`config.mk`:
```
export PLATFORM = sky130hd
export DESIGN_NAME = seg7_scan_display
export DESIGN_NICKNAME = d
export VERILOG_FILES = /design/src/rtl/seg7_pkg.sv /design/src/rtl/seg7_scan_display_hex_to_seg7.sv /design/src/rtl/seg7_scan_display.sv
export SDC_FILE = /design/constraint.sdc
export NUM_CORES = 1
export LEC_CHECK = 0
export CAP_MARGIN = 20
export CORE_MARGIN = 3
export CORE_UTILIZATION = 45
export CTS_CLUSTER_SIZE = 30
export DETAILED_ROUTE_END_ITERATION = 12
export GPL_ROUTABILITY_DRIVEN = 1
export PLACE_DENSITY = 0.8
export SLEW_MARGIN = 20
export SYNTH_ARGS = -nofsm -noshare
export SYNTH_HDL_FRONTEND = slang
export SYNTH_HIERARCHICAL = 1
export SYNTH_SLANG_ARGS = --single-unit
```
`constraint.sdc`:
```
create_clock -name clk -period 2.3 [get_ports clk]
set_input_delay 0.345 -clock clk [delete_from_list [all_inputs] [get_ports clk]]
set_output_delay 0.345 -clock clk [all_outputs]
set_load 0.005 [all_outputs]
```
`src/rtl/seg7_pkg.sv`:
```
// seg7_pkg: shared types, constants and the hex -> 7-segment decode used by
// the scanned display.
//
//   NUM_DIGITS   number of multiplexed digits on the board
//   digit_idx_t  index of the digit currently being driven
//   seg_t        active-low segment vector, bit order {g,f,e,d,c,b,a}
//   SEG_BLANK    all segments off
//   AN_OFF       all digit enables off (active-low)
//   scan_state_t scan start-up state: the first edge after reset only primes
//                the pipeline, and digit output begins on the following edge
//   hex2seg      nibble -> active-low segment pattern (0-9, A, b, C, d, E, F)
package seg7_pkg;

  localparam int unsigned NUM_DIGITS = 4;

  typedef logic [1:0] digit_idx_t;
  typedef logic [6:0] seg_t;

  localparam seg_t                  SEG_BLANK = 7'h7F;
  localparam logic [NUM_DIGITS-1:0] AN_OFF    = '1;
  localparam logic [NUM_DIGITS-1:0] AN_ONE    = 4'b0001;

  typedef enum logic {
    SCAN_PRIME,
    SCAN_RUN
  } scan_state_t;

  function automatic seg_t hex2seg(input logic [3:0] nib);
    seg_t s;
    s = SEG_BLANK;
    case (nib)
      4'h0: s = 7'b1000000;
      4'h1: s = 7'b1111001;
      4'h2: s = 7'b0100100;
      4'h3: s = 7'b0110000;
      4'h4: s = 7'b0011001;
      4'h5: s = 7'b0010010;
      4'h6: s = 7'b0000010;
      4'h7: s = 7'b1111000;
      4'h8: s = 7'b0000000;
      4'h9: s = 7'b0010000;
      4'hA: s = 7'b0001000;
      4'hB: s = 7'b0000011;
      4'hC: s = 7'b1000110;
      4'hD: s = 7'b0100001;
      4'hE: s = 7'b0000110;
      4'hF: s = 7'b0001110;
      default: s = SEG_BLANK;
    endcase
    return s;
  endfunction

endpackage

```
`src/rtl/seg7_scan_display_hex_to_seg7.sv`:
```
// hex_to_seg7: purely combinational nibble -> active-low 7-segment decoder.
//
//   nib_i  in   4  hex digit to display
//   seg_o  out  7  active-low segments {g,f,e,d,c,b,a}
module hex_to_seg7
  import seg7_pkg::*;
(
  input  logic [3:0] nib_i,
  output seg_t       seg_o
);

  always_comb begin
    seg_o = hex2seg(nib_i);
  end

endmodule

```
`src/rtl/seg7_scan_display.sv`:
```
// seg7_scan_display: latches a 16-bit value into a shadow register and shows
// it as four hex digits on a common-anode, time-multiplexed 7-segment display.
// Digit 0 shows bits [3:0], digit 3 shows bits [15:12].
//
// Parameters
//   REFRESH_DIV  clk cycles each digit is lit (>= 2)
//   BLINK_DIV    clk cycles per blink half-period (>= 2, blink builds only)
//
// Ports
//   clk    in   1   system clock, rising edge
//   reset  in   1   asynchronous, active-high reset
//   value  in   16  value to display
//   load   in   1   1 = capture value into the shadow register this edge
//   sel    in   2   digit being edited; flashes when blinking is enabled
//   an     out  4   digit enables, active-low, one-hot-low while scanning
//   seg    out  7   segments, active-low, {g,f,e,d,c,b,a}
//   dp     out  1   decimal point, active-low, held off
//
// Build option
//   SEG7_BLINK_EN  when defined, the digit selected by sel is blanked during
//                  every other BLINK_DIV-cycle period. When undefined, sel is
//                  ignored and the display is steady.
module seg7_scan_display
  import seg7_pkg::*;
#(
  parameter int unsigned REFRESH_DIV = 100000,
  parameter int unsigned BLINK_DIV   = 25000000
) (
  input  logic                  clk,
  input  logic                  reset,
  input  logic [15:0]           value,
  input  logic                  load,
  input  logic [1:0]            sel,
  output logic [NUM_DIGITS-1:0] an,
  output logic [6:0]            seg,
  output logic                  dp
);

  localparam int unsigned      REF_W    = $clog2(REFRESH_DIV);
  localparam logic [REF_W-1:0] REF_LAST = REF_W'(REFRESH_DIV - 1);

  scan_state_t           state_q;
  logic [15:0]           shadow_q, shadow_d;
  logic [REF_W-1:0]      ref_cnt_q, ref_cnt_d;
  logic                  ref_wrap;
  digit_idx_t            idx_q, idx_d;
  logic [NUM_DIGITS-1:0] an_q;
  seg_t                  seg_q;
  logic [3:0]            cur_nib;
  seg_t                  cur_seg;
  logic                  blank_digit;

  // Shadow capture and refresh / digit-index advance.
  always_comb begin
    shadow_d  = load ? value : shadow_q;
    ref_wrap  = (ref_cnt_q == REF_LAST);
    ref_cnt_d = ref_wrap ? '0 : ref_cnt_q + 1'b1;
    idx_d     = ref_wrap ? idx_q + 1'b1 : idx_q;
  end

  // Current digit's nibble is taken from the registered shadow and index, so a
  // same-edge load and index step are both reflected on the following edge.
  always_comb begin
    cur_nib = shadow_q[{idx_q, 2'b00} +: 4];
  end

  hex_to_seg7 u_dec (
    .nib_i (cur_nib),
    .seg_o (cur_seg)
  );

`ifdef SEG7_BLINK_EN
  localparam int unsigned      BLK_W    = $clog2(BLINK_DIV);
  localparam logic [BLK_W-1:0] BLK_LAST = BLK_W'(BLINK_DIV - 1);

  logic [BLK_W-1:0] blink_cnt_q, blink_cnt_d;
  logic             phase_q, phase_d;

  always_comb begin
    blink_cnt_d = blink_cnt_q + 1'b1;
    phase_d     = phase_q;
    if (blink_cnt_q == BLK_LAST) begin
      blink_cnt_d = '0;
      phase_d     = ~phase_q;
    end
  end

  always_ff @(posedge clk or posedge reset) begin
    if (reset) begin
      blink_cnt_q <= '0;
      phase_q     <= 1'b0;
    end else begin
      blink_cnt_q <= blink_cnt_d;
      phase_q     <= phase_d;
    end
  end

  always_comb begin
    blank_digit = phase_q && (idx_q == sel);
  end
`else
  localparam int unsigned UNUSED_BLINK_DIV = BLINK_DIV;
  logic unused_sel;

  always_comb begin
    unused_sel  = ^sel;
    blank_digit = 1'b0;
  end
`endif

  // Start-up / scan control with registered outputs. The first edge after
  // reset release moves SCAN_PRIME -> SCAN_RUN with outputs still blank; from
  // then on an/seg are reloaded every cycle from the current index and shadow.
  always_ff @(posedge clk or posedge reset) begin
    if (reset) begin
      state_q   <= SCAN_PRIME;
      shadow_q  <= '0;
      ref_cnt_q <= '0;
      idx_q     <= '0;
      an_q      <= AN_OFF;
      seg_q     <= SEG_BLANK;
    end else begin
      state_q   <= SCAN_RUN;
      shadow_q  <= shadow_d;
      ref_cnt_q <= ref_cnt_d;
      idx_q     <= idx_d;
      if (state_q == SCAN_RUN) begin
        an_q  <= blank_digit ? AN_OFF : ~(AN_ONE << idx_q);
        seg_q <= cur_seg;
      end
    end
  end

  assign an  = an_q;
  assign seg = seg_q;
  assign dp  = 1'b1;

endmodule

```
-- Word-level counts from Yosys, hierarchy flattened
Memory sizes are Yosys's and may differ from the RTL's. A register that Yosys moved wholly into a read port is not among the register bits.
Index checks and enable logic that the tools add are counted.
- shift operators: 2
- $add $sub $neg: 2
- bitwise gates (word level): 1
- equality and inequality tests: 1
- muxes and demuxes: 1
- operator list (operator ; number):
    $add A17 B1 Y17 const B ; 1
    $eq A17 B17 Y1 const B ; 1
    $mux W17 ; 1
    $shiftx A16 B5 Y4 ; 1
    $not A4 Y4 ; 1
    $shl A1 B2 Y4 const A ; 1
    $add A2 B1 Y2 const B ; 1
- input port bits: 21
- logic and storage cells: 13
- bits in registers: 40
- memory bits (read-only): 112
- output and inout bits: 12
- memories kept: 1
- memories (name ; depth ; bits a word ; read ports ; clocked after memory_dff ; wr ports ; RTL line ; RTL):
    (no name shown) ; 16 ; 7 ; 1 ; 1 ; 0 ; seg7_pkg.sv:31 ; case (nib)

-- Depth between registers and ports, before layout
Gate-level depths: netlist of the first run.
- word-level depth: 2
- gate-level depth with buffers: 7
- depth with buffers taken out: 7

-- Hierarchy
The synthesis of the first run kept the hierarchy.
- modules (own cells, without submodules) (module ; area an instance (µm²) ; cells an instance ; instances ; sequential area each (µm²)):
    seg7_scan_display ; 2068.2 ; 154 ; 1 ; 1189.9
    hex_to_seg7 ; 274.0 ; 33 ; 1 ; 0.0

-- Least setup slack after synthesis of the first run
No wires, ideal clock.
- kind: register -> register
- start: register idx_q[0]
- end: register seg_q[3] (netlist: seg[3])
- stages on the path, launching flop included: 7
- slack: 0.133 ns
- clock period less this slack: 2.167 ns
- arrival time: 2.085 ns
- required time: 2.218 ns
- buffers on the path: 0
- setup time: 0.082 ns
- cells stage by stage: dfrtp_1 > mux4_2 > inv_1 > ha_1 > inv_1 > mux4_1 > mux2_2
- longest elaborated chain between the ends: 1
- ends and longest elaborated chain (item ; RTL line ; RTL):
    start: declaration ; seg7_scan_display.sv:46 ; digit_idx_t idx_q, idx_d;
    start signal: assignment ; seg7_scan_display.sv:126 ; idx_q <= idx_d;
    $shiftx A16 B5 Y4 ; seg7_scan_display.sv:64 ; cur_nib = shadow_q[{idx_q, 2'b00} +: 4];
    via cur_nib[0] ; seg7_scan_display.sv:49 ; logic [3:0] cur_nib;
    end: declaration ; seg7_scan_display.sv:48 ; seg_t seg_q;
The timed path passes the listed nets, and every way through them passes these cells.
A chain may end at the register's enable or synchronous reset.

-- Worst setup path in the final report of the first run
Ends and elaborated chain as after synthesis.

==> results of run 1 <==
==> logic make-up (layout without fill, tap and decap cells) <==
logic type	Yosys count	in the layout	share of synthesized area (%)
simple gates	48	48	11.22
flops	47	47	50.80
mux	34	34	18.86
buf+inv	19	55	3.739
xor+xnor	15	15	5.609
fa+ha+maj	12	12	6.410
compound gates	11	11	3.205
other cells	1	2	0.1601
==> report_power, final <==
group	internal, mW	switching, mW	total, mW
combinational	0.167	0.0999	0.267
sequential	0.902	0.0318	0.933
clock	0.274	0.267	0.542
==> routing by layer <==
metal / track usage, % / up-vias / share of wire [%]
met1: 18.45 / 742 / 44
met5: 0 / - / 0
li1: - / 718 / -
met2: 25.34 / 34 / 50
met4: 6.643 / 0 / 1.4
met3: 4.014 / 5 / 4.4
==> tightest hold or removal path, cell delays in order (launching register included) <==
cell	delay (ns)
dfstp_2	0.38
inv_1	0.04
mux2i_1	0.05
==> layout make-up <==
| type | instances | area, um2 |
|---|---|---|
| Multi-Input combinational cell | 122 | 1069 |
| Inverter | 12 | 45.04 |
| Sequential cell | 47 | 1191 |
| Tap cell | 67 | 83.83 |
| Fill cell | 431 | 2056 |
| Clock buffer | 8 | 100.1 |
| Timing Repair Buffer | 35 | 335.3 |
==> cell usage after synthesis (2+ instances only) <==
master / count
xnor2_1: 10
dfstp_2: 11
nand4_1: 3
nor4_1: 2
or3_2: 2
xor2_1: 5
mux4_2: 4
inv_1: 12
a21oi_1: 4
buf_4: 2
clkbuf_1: 2
nor2_1: 19
nand3_1: 6
mux2_2: 24
ha_1: 12
nand2_1: 5
dfrtp_1: 36
mux2i_1: 4
nand2b_1: 2
==> flip-flops by register name, summed over array words and instances, names as in the netlist <==
name and flops:
an 4, idx_q 2, ref_cnt_q 17, seg 7
shadow_q 16, state_q 1
==> what timing repair did <==
item | 4_1_cts | 5_1_grt
hold buffers | 0 | 0
resized for setup | 0 | 1
hold endpoints to repair | 0 | 0
endpoints found under the setup margin | 0 | 1
==> path summary, 6_finish.rpt <==
path                                      start                      end
min                           an[3]$_DFFE_PP1P_        an[3]$_DFFE_PP1P_
max reg2reg                idx_q[0]$_DFFE_PP0N_       seg[3]$_DFFE_PP1P_
min reg2reg                   an[3]$_DFFE_PP1P_        an[3]$_DFFE_PP1P_
max in group asynchronous                 reset     idx_q[0]$_DFFE_PP0N_
min in group asynchronous                 reset  shadow_q[5]$_DFFE_PP0P_
max                        idx_q[0]$_DFFE_PP0N_       seg[3]$_DFFE_PP1P_
==> summary.md, run 1 <==
| Metric | Value |
|---|---|
| Status | `complete, no violations` |
| Worst Path Required | `2.54 ns` |
| Worst Path Buf+Inv | `2` |
| Hold Crit Depth | `2` |
| Register clock-pin slew on the reported worst setup and hold paths | `approximately 0.090 ns` |
| Seq/Total Area, Yosys | `roughly 50%` |
| Via density | `between 5 and 6` |
| Worst Max-Slew Pin Slew | `around 0.59 ns` |
| RSZ-0062 raised after global routing | `false` |
| Post-synth EDFFs | `0` |
| Die ar. | `6107 um2` |
| R2R depth | `6` |
| Cells after Synth | `~190` |
| Worst Skew | `about 0.011 ns` |
| Share of cells above drive strength 1 | `~27%` |
| Final hold violation count | `0` |
| Tot GR Track Use | `between 15 and 20%` |
| Clock Sink Count | `47` |
| Flop-to-flop setup slack | `about 0.14 ns` |
| Dpl cells | `roughly 280` |
| Commonest non-fill, non-tap cells in the layout | `dfrtp_1, clkdlybuf4s50_1, mux2_2` |
| Placed Area | `roughly 2700 um2` |
| CP max stage cell | `mux4_2` |
| Iteration-0 DRC Markers | `between 50 and 60` |
| Critical Path AT | `between 2 and 2.5 ns` |
| Final #Nets | `256` |
| Final GP Congestion | `~0.85` |
| Main synth FF type | `dfrtp_1` |
| Initial antenna violation count | `0` |
| Leading cell type in the layout, fill and taps excluded | `dfrtp_1` |
| Post-layout min period | `2.163 ns` |
| Max Fanout on Critical Path | `7` |
| Delay-heaviest family, CP | `multiplexers` |
| CP Capture Type | `flop` |
| Post-synth ARST share | `100.0%` |
| CP Depth | `6` |
| Grt ovf | `0` |
| Dpl hpwl | `approximately 3000 um` |
| Hold Path Class | `flop to flop` |
| Top cells by area, synth | `dfrtp_1, dfstp_2, mux2_2` |
| IO Pins | `33` |
| Crit-path cells | `mux4_2 > inv_1 > ha_1 > inv_1 > mux4_1 > mux2_2` |
| Syn_area_per_cell | `roughly 13 um2` |
| Top cell type by total area after synthesis | `dfrtp_1` |
| Cell Pwr Density | `616.9 nW/um2` |
| Top cell type's share of synthesized area | `between 30 and 40%` |
| Vias in the first global route | `~1600` |
| Largest net degree at the start of global routing | `48` |
| CP Launch Type | `flop` |
| Final worst path period share | `94.03%` |
| Critical Path Most Common Cell | `inv_1` |
| Setup Fix Bufs, Post-CTS | `0` |
| ANT nets after route | `0` |
| Maximum VDD drop | `approximately 290 uV` |
| Clock root buffer | `clkbuf_8` |
| Die Span Y | `about 78 um` |
| Avg WL per Cell | `between 10 and 15 um` |
| Fin area | `around 2800 um2` |
| Max Cap Viol | `0` |
| P&R area growth vs syn | `20.57%` |
| Chip width | `just under 80 um` |
| Buffers on Ports | `29` |
| Unique masters post-synth | `between 40 and 50` |
| CTS buffer count | `5` |
| Via count | `roughly 1500` |
| P_leak | `1.214 nW` |
| N_diodes | `0` |
| Syn. warnings | `6` |
| Register bit count reported by yosys | `47` |
| FMAX | `between 400 and 500 MHz` |
| PnR Total Power | `roughly 1.7 mW` |
| Total negative slack | `0 ns` |
| Max-slew headroom | `about three fifths` |
| Fin util | `~58%` |
| Clk_lat worst skew | `0.31 ns` |
| Synth Cell Area | `around 2300 um2` |
| Final setup fails | `0` |
| Min setup slack post-route | `~0.14 ns` |
| Starting Density | `48.00%` |
| CTS tree | `built` |
| First-pass GRT wire length | `between 7000 and 8000 um` |
| Drt first pass iters | `4` |
| Row cnt | `25` |
| Fin cells | `291` |
| Hold Worst Slack | `about 0.48 ns` |
| Critical setup path kind | `flop to flop` |
| Critical path's largest stage delay | `0.61 ns` |
| Pre-CTS setup slack | `0.07874 ns` |
| Core area | `between 4000 and 5000 um2` |
| CTS H-tree lvls | `2` |
| Final Slew Violations | `0` |
| Residual DRC | `0` |
| Clk buf depth | `2` |
| Final WL | `about 4200 um` |
(Power assumes the default switching activity.)
==> run 2, diff against run 1 <==
--- a/config.mk
+++ b/config.mk
@@ -5,6 +5,7 @@
 export SDC_FILE = /design/constraint.sdc
 export NUM_CORES = 1
 export LEC_CHECK = 0
+export ABC_CLOCK_PERIOD_IN_PS = 2300
 export CAP_MARGIN = 20
 export CORE_MARGIN = 3
 export CORE_UTILIZATION = 45
==> results of run 2 <==
No change in the layout: final DEF, timing and power equal those of run 1.
==> run 3, diff against run 2 <==
--- a/config.mk
+++ b/config.mk
@@ -9,6 +9,7 @@
 export CAP_MARGIN = 20
 export CORE_MARGIN = 3
 export CORE_UTILIZATION = 45
+export CTS_BUF_LIST = sky130_fd_sc_hd__clkbuf_16
 export CTS_CLUSTER_SIZE = 30
 export DETAILED_ROUTE_END_ITERATION = 12
 export GPL_ROUTABILITY_DRIVEN = 1
==> summary.md, run 3 (synthesized netlist as in run 1, its figures left out) <==
| Metric | Value |
|---|---|
| Final WL | `4205 um (was 4182 um)` |
| Via count | `1493 (was 1499)` |
| CP Capture Type | `flop (unchanged)` |
| Initial antenna violation count | `0 (unchanged)` |
| Worst Path Required | `2.52 ns (was 2.54 ns)` |
| Tot GR Track Use | `15.25% (was 15.17%)` |
| GRT met2 Usage | `25.60% (was 25.34%)` |
| Fin cells | `291 (unchanged)` |
| Core area | `4880 um2 (unchanged)` |
| Critical setup path kind | `flop to flop (unchanged)` |
| Fin util | `58.62% (was 57.87%)` |
| Final #Nets | `256 (unchanged)` |
| CTS H-tree lvls | `2 (unchanged)` |
| Crit Reg-Reg Endpoint | `seg[3]$_DFFE_PP1P_ (unchanged)` |
| Critical Path Most Common Cell | `inv_1 (unchanged)` |
| Final setup fails | `0 (unchanged)` |
| Grt ovf | `0 (unchanged)` |
| Dpl cells | `283 (unchanged)` |
| Drt first pass iters | `4 (unchanged)` |
| Vias in the first global route | `1554 (was 1574)` |
| Iteration-0 DRC Markers | `36 (was 55)` |
| Hold Crit Start | `ref_cnt_q[0]$_DFF_PP0_ (was an[3]$_DFFE_PP1P_)` |
| P_leak | `1.233 nW (was 1.214 nW)` |
| Hold Worst Slack | `0.4881 ns (was 0.4774 ns)` |
| Die Span Y | `78.15 um (unchanged)` |
| CTS buffer count | `5 (unchanged)` |
| Grt met1 use | `18.68% (was 18.45%)` |
| Clk_lat worst skew | `0.29 ns (was 0.31 ns)` |
| First-pass GRT wire length | `7293 um (was 7224 um)` |
| Final worst path period share | `93.59% (was 94.03%)` |
| Total negative slack | `0 ns (unchanged)` |
| Via density | `5.131 (was 5.151)` |
| CP Launch Type | `flop (unchanged)` |
| Max reg flops | `17 (unchanged)` |
| Largest net degree at the start of global routing | `48 (unchanged)` |
| Critical path's largest stage delay | `0.61 ns (about the same)` |
| Clk buf depth | `2 (unchanged)` |
| ANT nets after route | `0 (unchanged)` |
| Commonest non-fill, non-tap cells in the layout | `dfrtp_1, clkdlybuf4s50_1, mux2_2 (unchanged)` |
| Final hold violation count | `0 (unchanged)` |
| Worst Max-Slew Pin Slew | `0.5768 ns (was 0.5906 ns)` |
| IO Pins | `33 (unchanged)` |
| Final Slew Violations | `0 (unchanged)` |
| Residual DRC | `0 (unchanged)` |
| Critical path endpoint | `seg[3]$_DFFE_PP1P_ (unchanged)` |
| Chip width | `78.15 um (unchanged)` |
| Status | `complete, no violations (unchanged)` |
| Dpl hpwl | `2941 um (unchanged)` |
| FMAX | `464.5 MHz (was 462.4 MHz)` |
| Register clock-pin slew on the reported worst setup and hold paths | `0.06 ns (was 0.09 ns)` |
| Leading cell type in the layout, fill and taps excluded | `dfrtp_1 (unchanged)` |
| Origin of the worst setup path | `idx_q[0]$_DFFE_PP0N_ (unchanged)` |
| Crit-path cells | `mux4_2 > inv_1 > ha_1 > inv_1 > mux4_1 > mux2_2 (unchanged)` |
| Flop-to-flop setup slack | `0.15 ns (was 0.14 ns)` |
| Worst Path Buf+Inv | `2 (unchanged)` |
| Buffers on Ports | `29 (unchanged)` |
| CP Depth | `6 (unchanged)` |
| P&R area growth vs syn | `22.12% (was 20.57%)` |
| Setup Fix Bufs, Post-CTS | `0 (unchanged)` |
| Critical Path AT | `2.37 ns (was 2.40 ns)` |
| Max Cap Viol | `0 (unchanged)` |
| Post-cts hold buffer count | `0 (unchanged)` |
| RSZ-0062 raised after global routing | `false (unchanged)` |
| CP max stage cell | `mux4_2 (unchanged)` |
| Clock root buffer | `clkbuf_16 (was clkbuf_8)` |
| Largest Register | `ref_cnt_q (unchanged)` |
| Die ar. | `6107 um2 (unchanged)` |
| Final GP Congestion | `0.8454 (unchanged)` |
| CTS tree | `built (unchanged)` |
| Hold Path Class | `flop to flop (unchanged)` |
| Global routing's busiest layer | `met2 (unchanged)` |
| Delay-heaviest family, CP | `multiplexers (unchanged)` |
| Share of cells above drive strength 1 | `26.34% (was 27.23%)` |
| Filler cell count | `420 (was 431)` |
| Max-slew headroom | `61.55% (was 60.63%)` |
| Cell Pwr Density | `657.3 nW/um2 (was 616.9 nW/um2)` |
| Post-layout min period | `2.153 ns (was 2.163 ns)` |
| Worst Skew | `0.005703 ns (was 0.01107 ns)` |
| Starting Density | `48.00% (unchanged)` |
| Max Fanout on Critical Path | `7 (unchanged)` |
| Clock Sink Count | `47 (unchanged)` |
| Maximum VDD drop | `375.5 uV (was 291.0 uV)` |
| Avg WL per Cell | `14.45 um (was 14.37 um)` |
| Critical R2R Launch | `idx_q[0]$_DFFE_PP0N_ (unchanged)` |
| R2R depth | `6 (unchanged)` |
| Met3 usage | `4.014% (unchanged)` |
| Row cnt | `25 (unchanged)` |
| PnR Total Power | `1.880 mW (was 1.742 mW)` |
| N_diodes | `0 (unchanged)` |
## run 3: changes by cell type in the layout (fill, tap and decap cells not counted), sizes merged
cell,previous run,this run
clkbuf,8,5
inv,11,12
clkinv,1,3
## run 3: repair_timing
action                                 4_1_cts  5_1_grt
endpoints found under the hold margin        0        0
gates resized for setup                      0        1
setup endpoints to repair                    0        1
## run 3: power by group
part	total, mW	internal, mW	switching (mW)
combinational	0.266	0.167	0.0990
clock	0.679	0.391	0.288
sequential	0.935	0.903	0.0319
total	1.88	1.46	0.419
## run 3: worst min path at each step
stage	cells past startpoint	endpoint	slack (ns)
floorplan	1	ref_cnt_q[0]$_DFF_PP0_	0.45
global placement	2	an[3]$_DFFE_PP1P_	0.46
detailed placement	2	an[3]$_DFFE_PP1P_	0.46
CTS	1	ref_cnt_q[0]$_DFF_PP0_	0.49
global route	2	an[1]$_DFFE_PP1P_	0.52
finish	1	ref_cnt_q[0]$_DFF_PP0_	0.49
## run 3: per-layer routing
layer  part of all wire (%)  wire length [um]  vias up
li1                       -                 -      713
met1                     44              1867      748
met2                     50              2117       27
met3                    3.5               148        5
met4                    1.7                72        0
met5                      0                 0        -
## run 3: metrics by stage
step           area, um2  setup WS [ns]
2_1_floorplan       2346         0.1331
3_3_place_gp        2723        0.08957
3_5_place_dp        2723        0.07874
4_1_cts             2859        0.05941
5_1_grt             2860        0.03651
6_report            2860         0.1473
## run 3: cell type report
cell class	count	area [um2]	share of cell area [%]
flip-flops and latches	47	1191	41.64
multi-input cells	122	1069	37.36
repair buffers	35	335.3	11.72
clock buffers	5	125.1	4.374
well taps	67	83.83	2.931
inverters	12	45.04	1.575
clock inverters	3	11.26	0.3937
